## src/rtl/lsu_pkg.sv

```systemverilog
// lsu_pkg: shared encodings for the load/store control stage.
//   - ctr codes (access size in ctr[1:0], zero-extend flag in ctr[2])
//   - response error codes
//   - state machine encodings
//   - ctr_legal(): true for the five supported access codes
package lsu_pkg;

    localparam logic [2:0] LB  = 3'b000;
    localparam logic [2:0] LH  = 3'b001;
    localparam logic [2:0] LW  = 3'b010;
    localparam logic [2:0] LBU = 3'b100;
    localparam logic [2:0] LHU = 3'b101;

    localparam logic [1:0] ERR_OK       = 2'b00;
    localparam logic [1:0] ERR_MISALIGN = 2'b01;
    localparam logic [1:0] ERR_TIMEOUT  = 2'b10;
    localparam logic [1:0] ERR_ILLEGAL  = 2'b11;

    typedef logic [1:0] state_t;
    localparam state_t IDLE = 2'd0;
    localparam state_t REQ  = 2'd1;
    localparam state_t WAIT = 2'd2;
    localparam state_t RESP = 2'd3;

    function automatic logic ctr_legal(input logic [2:0] ctr);
        logic ok;
        case (ctr)
            LB, LH, LW, LBU, LHU: ok = 1'b1;
            default:              ok = 1'b0;
        endcase
        return ok;
    endfunction

endpackage

```

## src/rtl/lsu_align.sv

```systemverilog
// lsu_align: combinational access checks and byte-lane handling.
//   ctr        in  access code (size in [1:0], zero-extend in [2])
//   off        in  byte offset within the word (addr[1:0])
//   wdata      in  right-justified store data
//   rdata      in  word read from the bus
//   illegal    out ctr is not a supported code
//   misalign   out access does not fit its natural alignment
//   lane_wdata out store data replicated across the lanes
//   lane_wstrb out byte strobes for the store
//   load_data  out extracted and extended load result
module lsu_align
    import lsu_pkg::*;
(
    input  logic [2:0]  ctr,
    input  logic [1:0]  off,
    input  logic [31:0] wdata,
    input  logic [31:0] rdata,
    output logic        illegal,
    output logic        misalign,
    output logic [31:0] lane_wdata,
    output logic [3:0]  lane_wstrb,
    output logic [31:0] load_data
);

    logic [7:0]  byte_v;
    logic [15:0] half_v;
    logic        sext;

    assign illegal = ~ctr_legal(ctr);
    assign sext    = ~ctr[2];

    always_comb begin
        misalign = 1'b0;
        case (ctr[1:0])
            2'b01:   misalign = off[0];
            2'b10:   misalign = |off;
            default: misalign = 1'b0;
        endcase
    end

    always_comb begin
        lane_wdata = wdata;
        lane_wstrb = 4'b1111;
        case (ctr[1:0])
            2'b00: begin
                lane_wdata = {4{wdata[7:0]}};
                lane_wstrb = 4'b0001 << off;
            end
            2'b01: begin
                lane_wdata = {2{wdata[15:0]}};
                lane_wstrb = 4'b0011 << off;
            end
            default: begin
                lane_wdata = wdata;
                lane_wstrb = 4'b1111;
            end
        endcase
    end

    always_comb begin
        case (off)
            2'd0:    byte_v = rdata[7:0];
            2'd1:    byte_v = rdata[15:8];
            2'd2:    byte_v = rdata[23:16];
            default: byte_v = rdata[31:24];
        endcase
        half_v = off[1] ? rdata[31:16] : rdata[15:0];
    end

    always_comb begin
        case (ctr[1:0])
            2'b00:   load_data = {{24{sext & byte_v[7]}}, byte_v};
            2'b01:   load_data = {{16{sext & half_v[15]}}, half_v};
            default: load_data = rdata;
        endcase
    end

endmodule

```

## src/rtl/lsu_ctrl.sv

```systemverilog
// lsu_ctrl: load/store control stage between execute and the data-memory bus.
//   clk, rst                 clock, synchronous active-high reset
//   req_valid/req_ready      operation handshake from execute (ready only in IDLE)
//   req_we/ctr/addr/wdata    operation fields, latched on acceptance
//   mem_req/gnt              bus request handshake
//   mem_we/addr/wdata/wstrb  bus command, zero outside REQ
//   mem_rvalid/rdata         bus completion (read data or write ack)
//   resp_valid/ready         response handshake to writeback
//   resp_rdata/err           extended load data and error code, held until taken
module lsu_ctrl
    import lsu_pkg::*;
#(
    parameter int unsigned MAX_WAIT = 255,
    parameter int unsigned CNT_W    = 8
) (
    input  logic        clk,
    input  logic        rst,
    input  logic        req_valid,
    output logic        req_ready,
    input  logic        req_we,
    input  logic [2:0]  req_ctr,
    input  logic [31:0] req_addr,
    input  logic [31:0] req_wdata,
    output logic        mem_req,
    input  logic        mem_gnt,
    output logic        mem_we,
    output logic [31:0] mem_addr,
    output logic [31:0] mem_wdata,
    output logic [3:0]  mem_wstrb,
    input  logic        mem_rvalid,
    input  logic [31:0] mem_rdata,
    output logic        resp_valid,
    input  logic        resp_ready,
    output logic [31:0] resp_rdata,
    output logic [1:0]  resp_err
);

    state_t             state_q, state_d;
    logic               we_q;
    logic [2:0]         ctr_q;
    logic [31:0]        addr_q;
    logic [31:0]        wdata_q;
    logic [CNT_W-1:0]   cnt_q;
    logic [31:0]        resp_rdata_q, resp_rdata_d;
    logic [1:0]         resp_err_q, resp_err_d;

    logic               accept;
    logic               timeout;
    logic               in_req;
    logic [2:0]         sel_ctr;
    logic [1:0]         sel_off;
    logic               illegal, misalign;
    logic [31:0]        lane_wdata, load_data;
    logic [3:0]         lane_wstrb;

    assign accept  = req_valid & (state_q == IDLE);
    assign timeout = (cnt_q == CNT_W'(MAX_WAIT));
    assign in_req  = (state_q == REQ);

    // Checks must see the incoming request in IDLE; afterwards the latched copy drives
    // lane selection and load extraction.
    assign sel_ctr = (state_q == IDLE) ? req_ctr : ctr_q;
    assign sel_off = (state_q == IDLE) ? req_addr[1:0] : addr_q[1:0];

    lsu_align u_align (
        .ctr        (sel_ctr),
        .off        (sel_off),
        .wdata      (wdata_q),
        .rdata      (mem_rdata),
        .illegal    (illegal),
        .misalign   (misalign),
        .lane_wdata (lane_wdata),
        .lane_wstrb (lane_wstrb),
        .load_data  (load_data)
    );

    always_comb begin
        state_d      = state_q;
        resp_rdata_d = resp_rdata_q;
        resp_err_d   = resp_err_q;
        case (state_q)
            IDLE: begin
                if (req_valid) begin
                    if (illegal) begin
                        state_d      = RESP;
                        resp_err_d   = ERR_ILLEGAL;
                        resp_rdata_d = '0;
                    end else if (misalign) begin
                        state_d      = RESP;
                        resp_err_d   = ERR_MISALIGN;
                        resp_rdata_d = '0;
                    end else begin
                        state_d = REQ;
                    end
                end
            end
            REQ: begin
                // Completion is checked before the timeout so a last-cycle ack still wins.
                if (mem_gnt && mem_rvalid) begin
                    state_d      = RESP;
                    resp_err_d   = ERR_OK;
                    resp_rdata_d = we_q ? '0 : load_data;
                end else if (timeout) begin
                    state_d      = RESP;
                    resp_err_d   = ERR_TIMEOUT;
                    resp_rdata_d = '0;
                end else if (mem_gnt) begin
                    state_d = WAIT;
                end
            end
            WAIT: begin
                if (mem_rvalid) begin
                    state_d      = RESP;
                    resp_err_d   = ERR_OK;
                    resp_rdata_d = we_q ? '0 : load_data;
                end else if (timeout) begin
                    state_d      = RESP;
                    resp_err_d   = ERR_TIMEOUT;
                    resp_rdata_d = '0;
                end
            end
            RESP: begin
                if (resp_ready) state_d = IDLE;
            end
            default: state_d = IDLE;
        endcase
    end

    always_ff @(posedge clk) begin
        if (rst) begin
            state_q      <= IDLE;
            we_q         <= 1'b0;
            ctr_q        <= '0;
            addr_q       <= '0;
            wdata_q      <= '0;
            cnt_q        <= '0;
            resp_rdata_q <= '0;
            resp_err_q   <= ERR_OK;
        end else begin
            state_q      <= state_d;
            resp_rdata_q <= resp_rdata_d;
            resp_err_q   <= resp_err_d;
            if (accept) begin
                we_q    <= req_we;
                ctr_q   <= req_ctr;
                addr_q  <= req_addr;
                wdata_q <= req_wdata;
            end
            // REQ is only entered from IDLE, so clearing outside REQ/WAIT restarts the count.
            if (state_q == REQ || state_q == WAIT) begin
                cnt_q <= cnt_q + CNT_W'(1);
            end else begin
                cnt_q <= '0;
            end
        end
    end

    assign req_ready  = (state_q == IDLE);
    assign mem_req    = in_req;
    assign mem_we     = in_req & we_q;
    assign mem_addr   = in_req ? {addr_q[31:2], 2'b00} : 32'd0;
    assign mem_wdata  = (in_req & we_q) ? lane_wdata : 32'd0;
    assign mem_wstrb  = (in_req & we_q) ? lane_wstrb : 4'b0000;
    assign resp_valid = (state_q == RESP);
    assign resp_rdata = resp_rdata_q;
    assign resp_err   = resp_err_q;

endmodule

```

## config.mk

```make
export PLATFORM = sky130hd
export DESIGN_NAME = lsu_ctrl
export DESIGN_NICKNAME = d
export VERILOG_FILES = /design/src/rtl/lsu_pkg.sv /design/src/rtl/lsu_align.sv /design/src/rtl/lsu_ctrl.sv
export SDC_FILE = /design/constraint.sdc
export NUM_CORES = 1
export LEC_CHECK = 0
export CAP_MARGIN = 0
export CORE_MARGIN = 4
export CORE_UTILIZATION = 41
export CTS_CLUSTER_SIZE = 20
export DETAILED_ROUTE_END_ITERATION = 10
export GPL_TIMING_DRIVEN = 0
export PLACE_DENSITY = 0.75
export SYNTH_ARGS = -nofsm -noshare
export SYNTH_HDL_FRONTEND = slang
export SYNTH_HIERARCHICAL = 1
export SYNTH_SLANG_ARGS = --single-unit
export TNS_END_PERCENT = 1
```

## constraint.sdc

```tcl
create_clock -name clk -period 6.1 [get_ports clk]
set_clock_uncertainty 0.1 [all_clocks]
set_input_delay 0.915 -clock clk [delete_from_list [all_inputs] [get_ports clk]]
set_output_delay 0.915 -clock clk [all_outputs]
set_load 0.02 [all_outputs]
```

==> results by group, run 1 <==
Run status
  • Status: finished, final reports clean

Finish
  • Design Area, Final: 0.008487 sq mm
  • ANT cells: 0
  • Commonest non-fill, non-tap cell in the layout: nand2_1
  • FILL cells: 1302
  • Number of nets in the layout: 1078
  • Fraction of layout cells with a size suffix above 1: 10.13%
  • Area grow syn2layout: 45.46%
  • Most frequent cells in the layout: nand2_1 (210), clkdlybuf4s50_1 (209), dfxtp_1 (112)

CTS
  • CTS root buf: clkbuf_16
  • H-tree levels: 3
  • CTS Buf Count: 9
  • Clock transition at the registers of the reported paths: 70 ps
  • Post-CTS setup buffers: 0
  • Worst skew pair latency: 350 ps
  • Sink Count: 112
  • Hold_buf cts: 0
  • CTS tree: built
  • Post-CTS Resized: 0
  • CTS max path bufs: 2

Placed design
  • HPWL after DPL: 14260 um
  • DP Area: 0.008155 sq mm
  • Placer Congestion: 0.8676
  • IO Port Bufs: 209

Setup path
  • CP Cell Sequence: inv_1 -> ha_1 -> buf_2 -> mux2_2 -> clkinv_1 -> ha_1 -> clkbuf_1 -> clkbuf_1 -> clkbuf_1 -> a22oi_1 -> nand2_1 -> and3_1 -> clkdlybuf4s50_1
  • CP endpoint kind: output pin
  • Crit-path most repeated cell: clkbuf_1
  • Critical-path maximum fanout: 10
  • Delay-heaviest family, CP: buffers and inverters
  • CP startpoint kind: flip-flop
  • Critical Path Max Stage Delay: 640 ps
  • CP Data Arrival Time: 4270 ps
  • Worst Path Class, Setup: reg -> out
  • CP bufs+invs: 7
  • Crit-path slowest cell: clkdlybuf4s50_1
  • CP required: 5080 ps

Drt
  • Post-route antenna net violation count: 0
  • DRT Pass-1 Iters: 5
  • DRC Markers: 0
  • Vias: 5804
  • Total routed wirelength: 18510 um
  • Routed length per placed instance: 16.13 um
  • Via density: 5.060
  • Iteration-0 DRC Markers: 366

STA
  • Final min period: 5281 ps
  • Worst-Margin Slew: 1264 ps
  • # setup viols final: 0
  • Max transition margin: 15.70%
  • Final hold violation count: 0
  • RSZ-0062 raised after global routing: no
  • Fin Setup TNS: 0 ps
  • Pins Over Slew Limit: 0
  • Max frequency: 189.3 MHz
  • Min Hold Slack: 343.3 ps
  • Final worst-path cycle share: 86.58%

Logic synthesis
  • Post-synthesis sequential area ratio: 38.43%
  • Asr flop ratio synth: 0%
  • Netlist cell types: 54
  • Post-synth EDFFs: 0
  • Syn_area_per_cell: 7.874 sq um
  • Syn Std Cell Area: 0.005834 sq mm
  • Post-Syn Instances: 741
  • Post-synth top flop: dfxtp_1
  • Yosys warns: 6
  • Yosys reg bits: 112

Pwr
  • Power Density: 337.2 mW/mm^2
  • Maximum vdd ir drop: 0.0001532 V
  • P_leak: 3.432 nW

Global route
  • GRT overflow: 0
  • Pin count of the biggest net entering global routing: 19
  • Initial antenna violation count: 0
  • Vias in the first global route: 5698
  • Global-route wire length before repair: 29330 um
  • Overall routing resource usage: 22.62%

Die
  • Core area: 0.01393 sq mm
  • DIE HEIGHT: 127.3 um
  • Initial Util: 41.87%
  • Die X: 127.3 um
  • Die area: 0.01620 sq mm
  • # rows: 43
  • Ports: 212

Min path
  • Hold crit path type: reg -> reg

Run
  • Max-cap violation count: 0
through the flow:
step | utilization (%) | instances | setup WS, ps | total power, W
3_3_place_gp | 58.53 | 1131 | 954.8 | 0.002211
4_1_cts | 60.91 | 1147 | 863.9 | 0.002873
3_5_place_dp | 58.53 | 1131 | 950.0 | 0.002220
6_report | 60.91 | 1147 | 818.7 | 0.002861
5_1_grt | 60.91 | 1147 | 521.7 | 0.003060
2_1_floorplan | - | 742 | 2273 | 0.001795
path summary, 6_finish.rpt:
| kind | start | endpoint | slack [ps] | cells after the start |
|---|---|---|---|---|
| worst max register to register | state_q[0]$_SDFFE_PP0P_ | resp_rdata[16]$_SDFFE_PP0P_ | 1840 | 15 |
| worst max-delay path | state_q[0]$_SDFFE_PP0P_ | mem_wdata[26] | 820 | 13 |
| worst min register to register | cnt_q[0]$_SDFF_PP0_ | cnt_q[0]$_SDFF_PP0_ | 340 | 1 |
| worst min-delay path | cnt_q[0]$_SDFF_PP0_ | cnt_q[0]$_SDFF_PP0_ | 340 | 1 |
cell type report:
type	instances	area, sq um	share of cell area, %
Multi-Input combinational cell	550	3177	37.43
Sequential cell	112	2242	26.42
Timing Repair Buffer	209	2092	24.65
Buffer	72	389.1	4.585
Clock buffer	10	239.0	2.816
Tap cell	180	225.2	2.654
Clock inverter	6	92.59	1.091
Inverter	8	30.03	0.3538
layer usage:
layer / part of all wire, % / track usage, % / wire, um
met3: 8.6 / 6.731 / 1586
met1: 43 / 28.39 / 7992
met5: 0 / 0 / 0
met4: 2.4 / 7.886 / 451
met2: 46 / 36.98 / 8476
synthesized netlist by cell type, types with 5 or more instances:
cell / n / share of area (%)
and3_1: 40 / 4.3
nand2b_1: 5 / 0.54
buf_4: 11 / 1.4
nand3_1: 17 / 1.5
a22oi_1: 10 / 1.3
clkbuf_1: 40 / 2.6
dfxtp_1: 112 / 38
inv_1: 7 / 0.45
buf_2: 8 / 0.69
a22o_1: 18 / 2.7
buf_6: 9 / 1.7
a22o_2: 23 / 3.9
nor2_1: 11 / 0.71
ha_1: 10 / 2.1
o21ai_0: 22 / 1.9
mux2_2: 20 / 3.9
nand2_1: 210 / 14
and2_1: 32 / 3.4
a21oi_1: 76 / 6.5
a221o_1: 7 / 1.2
flip-flops by register name (all words and copies together) (netlist names):
name,flops
ctr_q,3
wdata_q,32
we_q,1
resp_err,2
resp_rdata,32
cnt_q,8
addr_q,32
state_q,2
power breakdown:
part | switching [W] | internal [W] | leakage, nW
clock network | 0.000277 | 0.000373 | 0.155
registers | 0.0000679 | 0.000835 | 0.913
logic | 0.000781 | 0.000528 | 2.36
total | 0.00113 | 0.00174 | 3.43
cell families (layout without fill, tap and decap cells):
logic type,count (synthesis),in the layout,share of synthesized area (%)
xor gates and xnor gates,6,6,0.9007
and+or+nand+nor,335,335,26.51
DFF,112,112,38.43
adders and majority gates,10,10,2.145
buffers and inverters,80,305,7.184
other,1,2,0.06427
muxes,22,22,4.289
AOI/OAI and AO/OA,175,175,20.48
(Power assumes the default switching activity.)
==> run 2: changes to the inputs <==
--- a/config.mk
+++ b/config.mk
@@ -6,12 +6,14 @@
 export NUM_CORES = 1
 export LEC_CHECK = 0
 export CAP_MARGIN = 0
+export CELL_PAD_IN_SITES_DETAIL_PLACEMENT = 0
+export CELL_PAD_IN_SITES_GLOBAL_PLACEMENT = 1
 export CORE_MARGIN = 4
-export CORE_UTILIZATION = 41
+export CORE_UTILIZATION = 34
 export CTS_CLUSTER_SIZE = 20
 export DETAILED_ROUTE_END_ITERATION = 10
 export GPL_TIMING_DRIVEN = 0
-export PLACE_DENSITY = 0.75
+export PLACE_DENSITY = 0.86
 export SYNTH_ARGS = -nofsm -noshare
 export SYNTH_HDL_FRONTEND = slang
 export SYNTH_HIERARCHICAL = 1
==> run 2 against run 1 <==
Setup slack worse by 55 ps; clock power down 2%; die area up 19%; clock-buffer cell count up 1; highest routed layer unchanged; critical path depth unchanged; sequential power about the same; first-iteration DRC count down 3.0%; total power about the same.
==> results by group, run 2 (synthesis gave the netlist of run 1 again) <==
Run
  • Max-cap violation count: 0

Placed design
  • HPWL after DPL: 15020 um
  • IO Port Bufs: 209
  • Placed cells: 1171
  • Placer Congestion: 0.8491

CTS
  • Post-CTS setup buffers: 0
  • CTS max path bufs: 2
  • CTS Buf Count: 9
  • H-tree levels: 3
  • Sink Count: 112
  • CTS root buf: clkbuf_16
  • Post-CTS Resized: 0
  • Clock transition at the registers of the reported paths: 70 ps
  • CTS tree: built
  • Hold_buf cts: 0
  • Worst skew pair latency: 360 ps

Die
  • DIE HEIGHT: 139.0 um
  • Ports: 212
  • # rows: 47
  • Initial Util: 34.93%
  • Die area: 0.01932 sq mm
  • Die X: 139.0 um
  • Core area: 0.01670 sq mm

Pwr
  • Clk pwr share: 22.1%
  • Maximum vdd ir drop: 0.0001720 V
  • Power Density: 336.1 mW/mm^2
  • Seq pwr share: 31.6%
  • NetSw: 0.001156 W
  • Combinational Power Share: 46.3%
  • P_leak: 3.434 nW
  • Pwr Total: 0.002864 W
  • Pint: 0.001708 W
  • Sw frac: 40.36%

STA
  • Final worst-path cycle share: 87.48%
  • Fin Setup TNS: 0 ps
  • Final min period: 5336 ps
  • Max frequency: 187.4 MHz
  • Worst-Margin Slew: 1318 ps
  • Pins Over Slew Limit: 0
  • Max transition margin: 12.13%
  • Final hold violation count: 0
  • RSZ-0062 raised after global routing: no
  • Min Hold Slack: 344.0 ps
  • # setup viols final: 0

Setup path
  • CP bufs+invs: 6
  • R2R cell count: 15
  • Worst Path Class, Setup: reg -> out
  • CP endpoint kind: output pin
  • Crit path depth: 13
  • CP required: 5080 ps
  • CP Cell Sequence: inv_1 -> ha_1 -> buf_2 -> mux2_2 -> clkinv_1 -> ha_1 -> clkbuf_1 -> nor2_1 -> clkbuf_1 -> nand2_1 -> nand2_1 -> and3_1 -> clkdlybuf4s50_1
  • Critical-path maximum fanout: 10
  • Worst R2R Setup Slack: 1800 ps
  • CP startpoint kind: flip-flop
  • Crit-path slowest cell: clkdlybuf4s50_1
  • Critical Path Max Stage Delay: 630 ps
  • CP Data Arrival Time: 4320 ps
  • Delay-heaviest family, CP: buffers and inverters

Finish
  • Area grow syn2layout: 46.02%
  • Final core utilization: 51.01%
  • Commonest non-fill, non-tap cell in the layout: nand2_1
  • ANT cells: 0
  • Number of nets in the layout: 1078
  • Most frequent cells in the layout: nand2_1 (210), clkdlybuf4s50_1 (209), dfxtp_1 (112)
  • Fraction of layout cells with a size suffix above 1: 10.13%
  • Layout Cells excl Fill: 1187
  • FILL cells: 1660

Drt
  • DRT Pass-1 Iters: 4
  • Post-route antenna net violation count: 0
  • Vias: 5819
  • Via density: 4.902
  • Iteration-0 DRC Markers: 355
  • Routed length per placed instance: 16.81 um
  • Total routed wirelength: 19960 um
  • DRC Markers: 0

Global route
  • Global-route wire length before repair: 30950 um
  • Overall routing resource usage: 20.01%
  • Pin count of the biggest net entering global routing: 19
  • GRT overflow: 0
  • Vias in the first global route: 5646
  • Initial antenna violation count: 0

Min path
  • Hold crit path type: reg -> reg
  • Worst Hold Path Cells: 1

Run status
  • Status: finished, final reports clean
[run 2: cell types whose count changed in the layout (fill, tap and decap cells not counted)]
| cell | delta |
|---|---|
| clkinv_2 | +1 |
| clkinvlp_4 | -2 |
| clkbuf_8 | +1 |
| inv_6 | +2 |
| bufinv_16 | -1 |
| clkinv_4 | -1 |
[run 2: power groups by stage]
stage / clock network (W) / registers (W) / logic (W)
floorplan: 0 / 0.000918 / 0.000877
CTS: 0.000657 / 0.000903 / 0.00133
finish: 0.000633 / 0.000904 / 0.00133
global placement: 0 / 0.000917 / 0.00132
global route: 0.000681 / 0.000917 / 0.00147
detailed placement: 0 / 0.000920 / 0.00133
[run 2: final cells by class]
cell class                 count  area (sq um)  share of cell area, %
clock inverter                 5         61.31                 0.7196
timing repair buffer         209          2092                  24.56
sequential                   112          2242                  26.32
tap                          220         275.3                  3.231
multi-input combinational    550          3177                  37.29
buffer                        72         389.1                  4.567
clock buffer                  11         252.7                  2.967
inverter                       8         30.03                 0.3525
[run 2: path summary, 6_finish.rpt]
check | from | to
max reg2reg | state_q[0]$_SDFFE_PP0P_ | resp_rdata[12]$_SDFFE_PP0P_
min | cnt_q[0]$_SDFF_PP0_ | cnt_q[0]$_SDFF_PP0_
min reg2reg | cnt_q[0]$_SDFF_PP0_ | cnt_q[0]$_SDFF_PP0_
max | state_q[0]$_SDFFE_PP0P_ | mem_wdata[31]
[run 2: per-layer routing]
layer | part of all wire (%) | global-route usage, % | vias up
li1 | - | - | 2958
met1 | 46 | 26.45 | 2641
met2 | 46 | 32.01 | 201
met3 | 7.2 | 6.069 | 19
met4 | 1.6 | 5.149 | 0
met5 | 0 | 0 | -
[run 2: through the flow]
stage	setup slack (ps)	instance area (sq um)
2_1_floorplan	2273	5838
5_1_grt	440.9	8519
4_1_cts	782.0	8519
6_report	763.9	8519
3_3_place_gp	890.9	8205
3_5_place_dp	858.4	8205
==> run 3: changes to the inputs <==
--- a/config.mk
+++ b/config.mk
@@ -12,7 +12,6 @@
 export CORE_UTILIZATION = 34
 export CTS_CLUSTER_SIZE = 20
 export DETAILED_ROUTE_END_ITERATION = 10
-export GPL_TIMING_DRIVEN = 0
 export PLACE_DENSITY = 0.86
 export SYNTH_ARGS = -nofsm -noshare
 export SYNTH_HDL_FRONTEND = slang
==> run 3 against run 2 <==
Setup slack better by 380 ps; global-route usage is 1.6 points lower; combinational power is 9.8% lower; largest power group unchanged; sequential share of layout area is 1.1 points higher; hold slack better by 1.6 ps.
==> results by group, run 3 (synthesis gave the netlist of run 1 again) <==
Placed design
  • HPWL after DPL: 12870 um
  • Placer Congestion: 0.8213
  • Placed cells: 1108
  • IO Port Bufs: 209

Finish
  • Most frequent cells in the layout: nand2_1 (209), clkdlybuf4s50_1 (208), dfxtp_1 (112)
  • Number of nets in the layout: 1015
  • Layout Cells excl Fill: 1125
  • Area grow syn2layout: 40.27%
  • Commonest non-fill, non-tap cell in the layout: nand2_1
  • Fraction of layout cells with a size suffix above 1: 9.292%
  • Final core utilization: 49.00%

Global route
  • Vias in the first global route: 5272
  • Pin count of the biggest net entering global routing: 75
  • Overall routing resource usage: 18.41%
  • Global-route wire length before repair: 28990 um
  • GRT overflow: 0
  • Initial antenna violation count: 3

Setup path
  • CP Data Arrival Time: 3940 ps
  • CP startpoint kind: flip-flop
  • CP endpoint kind: output pin
  • CP required: 5080 ps
  • Worst Path Class, Setup: reg -> out
  • Critical-path maximum fanout: 19

Die
  • DIE HEIGHT: 139.0 um
  • Ports: 212
  • # rows: 47
  • Die X: 139.0 um
  • Core area: 0.01670 sq mm
  • Die area: 0.01932 sq mm
  • Initial Util: 34.93%

Drt
  • Vias: 5615
  • Iteration-0 DRC Markers: 311
  • DRT Pass-1 Iters: 5
  • Via density: 4.991
  • Routed length per placed instance: 16.40 um
  • Post-route antenna net violation count: 0
  • DRC Markers: 0
  • Total routed wirelength: 18450 um

STA
  • Max transition margin: 24.68%
  • Final worst-path cycle share: 81.19%
  • Final hold violation count: 0
  • Worst-Margin Slew: 1128 ps
  • Pins Over Slew Limit: 0
  • Fin Setup TNS: 0 ps
  • Max frequency: 201.9 MHz
  • RSZ-0062 raised after global routing: no
  • # setup viols final: 0
  • Final min period: 4953 ps

CTS
  • Hold_buf cts: 0
  • Worst skew pair latency: 350 ps
  • Post-CTS setup buffers: 0
  • Clock transition at the registers of the reported paths: 80 ps
  • CTS tree: built
  • Post-CTS Resized: 0
  • Sink Count: 112
  • CTS Buf Count: 9
  • CTS root buf: clkbuf_16
  • CTS max path bufs: 2
  • H-tree levels: 3

Pwr
  • P_leak: 3.265 nW
  • Maximum vdd ir drop: 0.0001970 V
  • Power Density: 331.4 mW/mm^2

Run
  • Max-cap violation count: 0

Min path
  • Hold crit path type: reg -> reg

Run status
  • Status: finished, final reports clean
## run 3: cell count changes in the layout (fill, tap and decap cells not counted), moves of 2 or more
cell / change
buf_6: -9
buf_2: -7
clkbuf_1: -40
buf_4: -2
buf_1: -4
## run 3: metrics by stage
stage / area (sq um) / total power [W] / hold WS (ps) / worst slack (ps)
after floorplan: 5838 / 0.001795 / 313.2 / 2273
after global placement: 7893 / 0.002137 / 327.5 / 1332
after detailed placement: 7893 / 0.002144 / 335.0 / 1278
after CTS: 8182 / 0.002746 / 346.5 / 1123
after global routing: 8184 / 0.002915 / 370.5 / 854.9
final: 8184 / 0.002712 / 345.6 / 1147
## run 3: final timing paths
| kind | startpoint | to | slack [ps] | cells after the start |
|---|---|---|---|---|
| worst min-delay path | cnt_q[0]$_SDFF_PP0_ | cnt_q[0]$_SDFF_PP0_ | 350 | 1 |
| worst min register to register | cnt_q[0]$_SDFF_PP0_ | cnt_q[0]$_SDFF_PP0_ | 350 | 1 |
| worst max-delay path | state_q[0]$_SDFFE_PP0P_ | mem_wstrb[1] | 1150 | 10 |
| worst max register to register | state_q[0]$_SDFFE_PP0P_ | resp_rdata[20]$_SDFFE_PP0P_ | 1770 | 12 |
## run 3: worst max-delay path, cell delays in order (launching register included)
cell,delay (ps)
dfxtp_1,380
inv_1,150
ha_1,470
mux2_2,420
clkinv_1,150
ha_1,660
buf_4,330
or2_2,180
o21ai_0,80
and3_1,210
clkdlybuf4s50_1,560
## run 3: metal layers
layer	vias to the layer above	GRT usage (%)	part of all wire (%)
li1	2833	-	-
met1	2566	24.14	46
met2	195	29.35	45
met3	17	6.172	7.7
met4	4	4.583	1.2
met5	-	0	0.18
## run 3: power breakdown
part / switching, W / internal, W / total [W] / leakage [nW]
Combinational: 0.000733 / 0.000472 / 0.00120 / 2.21
Clock: 0.000297 / 0.000296 / 0.000593 / 0.142
Sequential: 0.0000795 / 0.000835 / 0.000915 / 0.913
## run 3: cell type report
type,instances,area [sq um]
diodes,1,2.502
clock buffers,10,239.0
clock inverters,6,50.05
fillers,1686,8517
inverters,8,30.03
multi-input cells,550,3191
flip-flops and latches,112,2242
well taps,220,275.3
repair buffers,218,2155
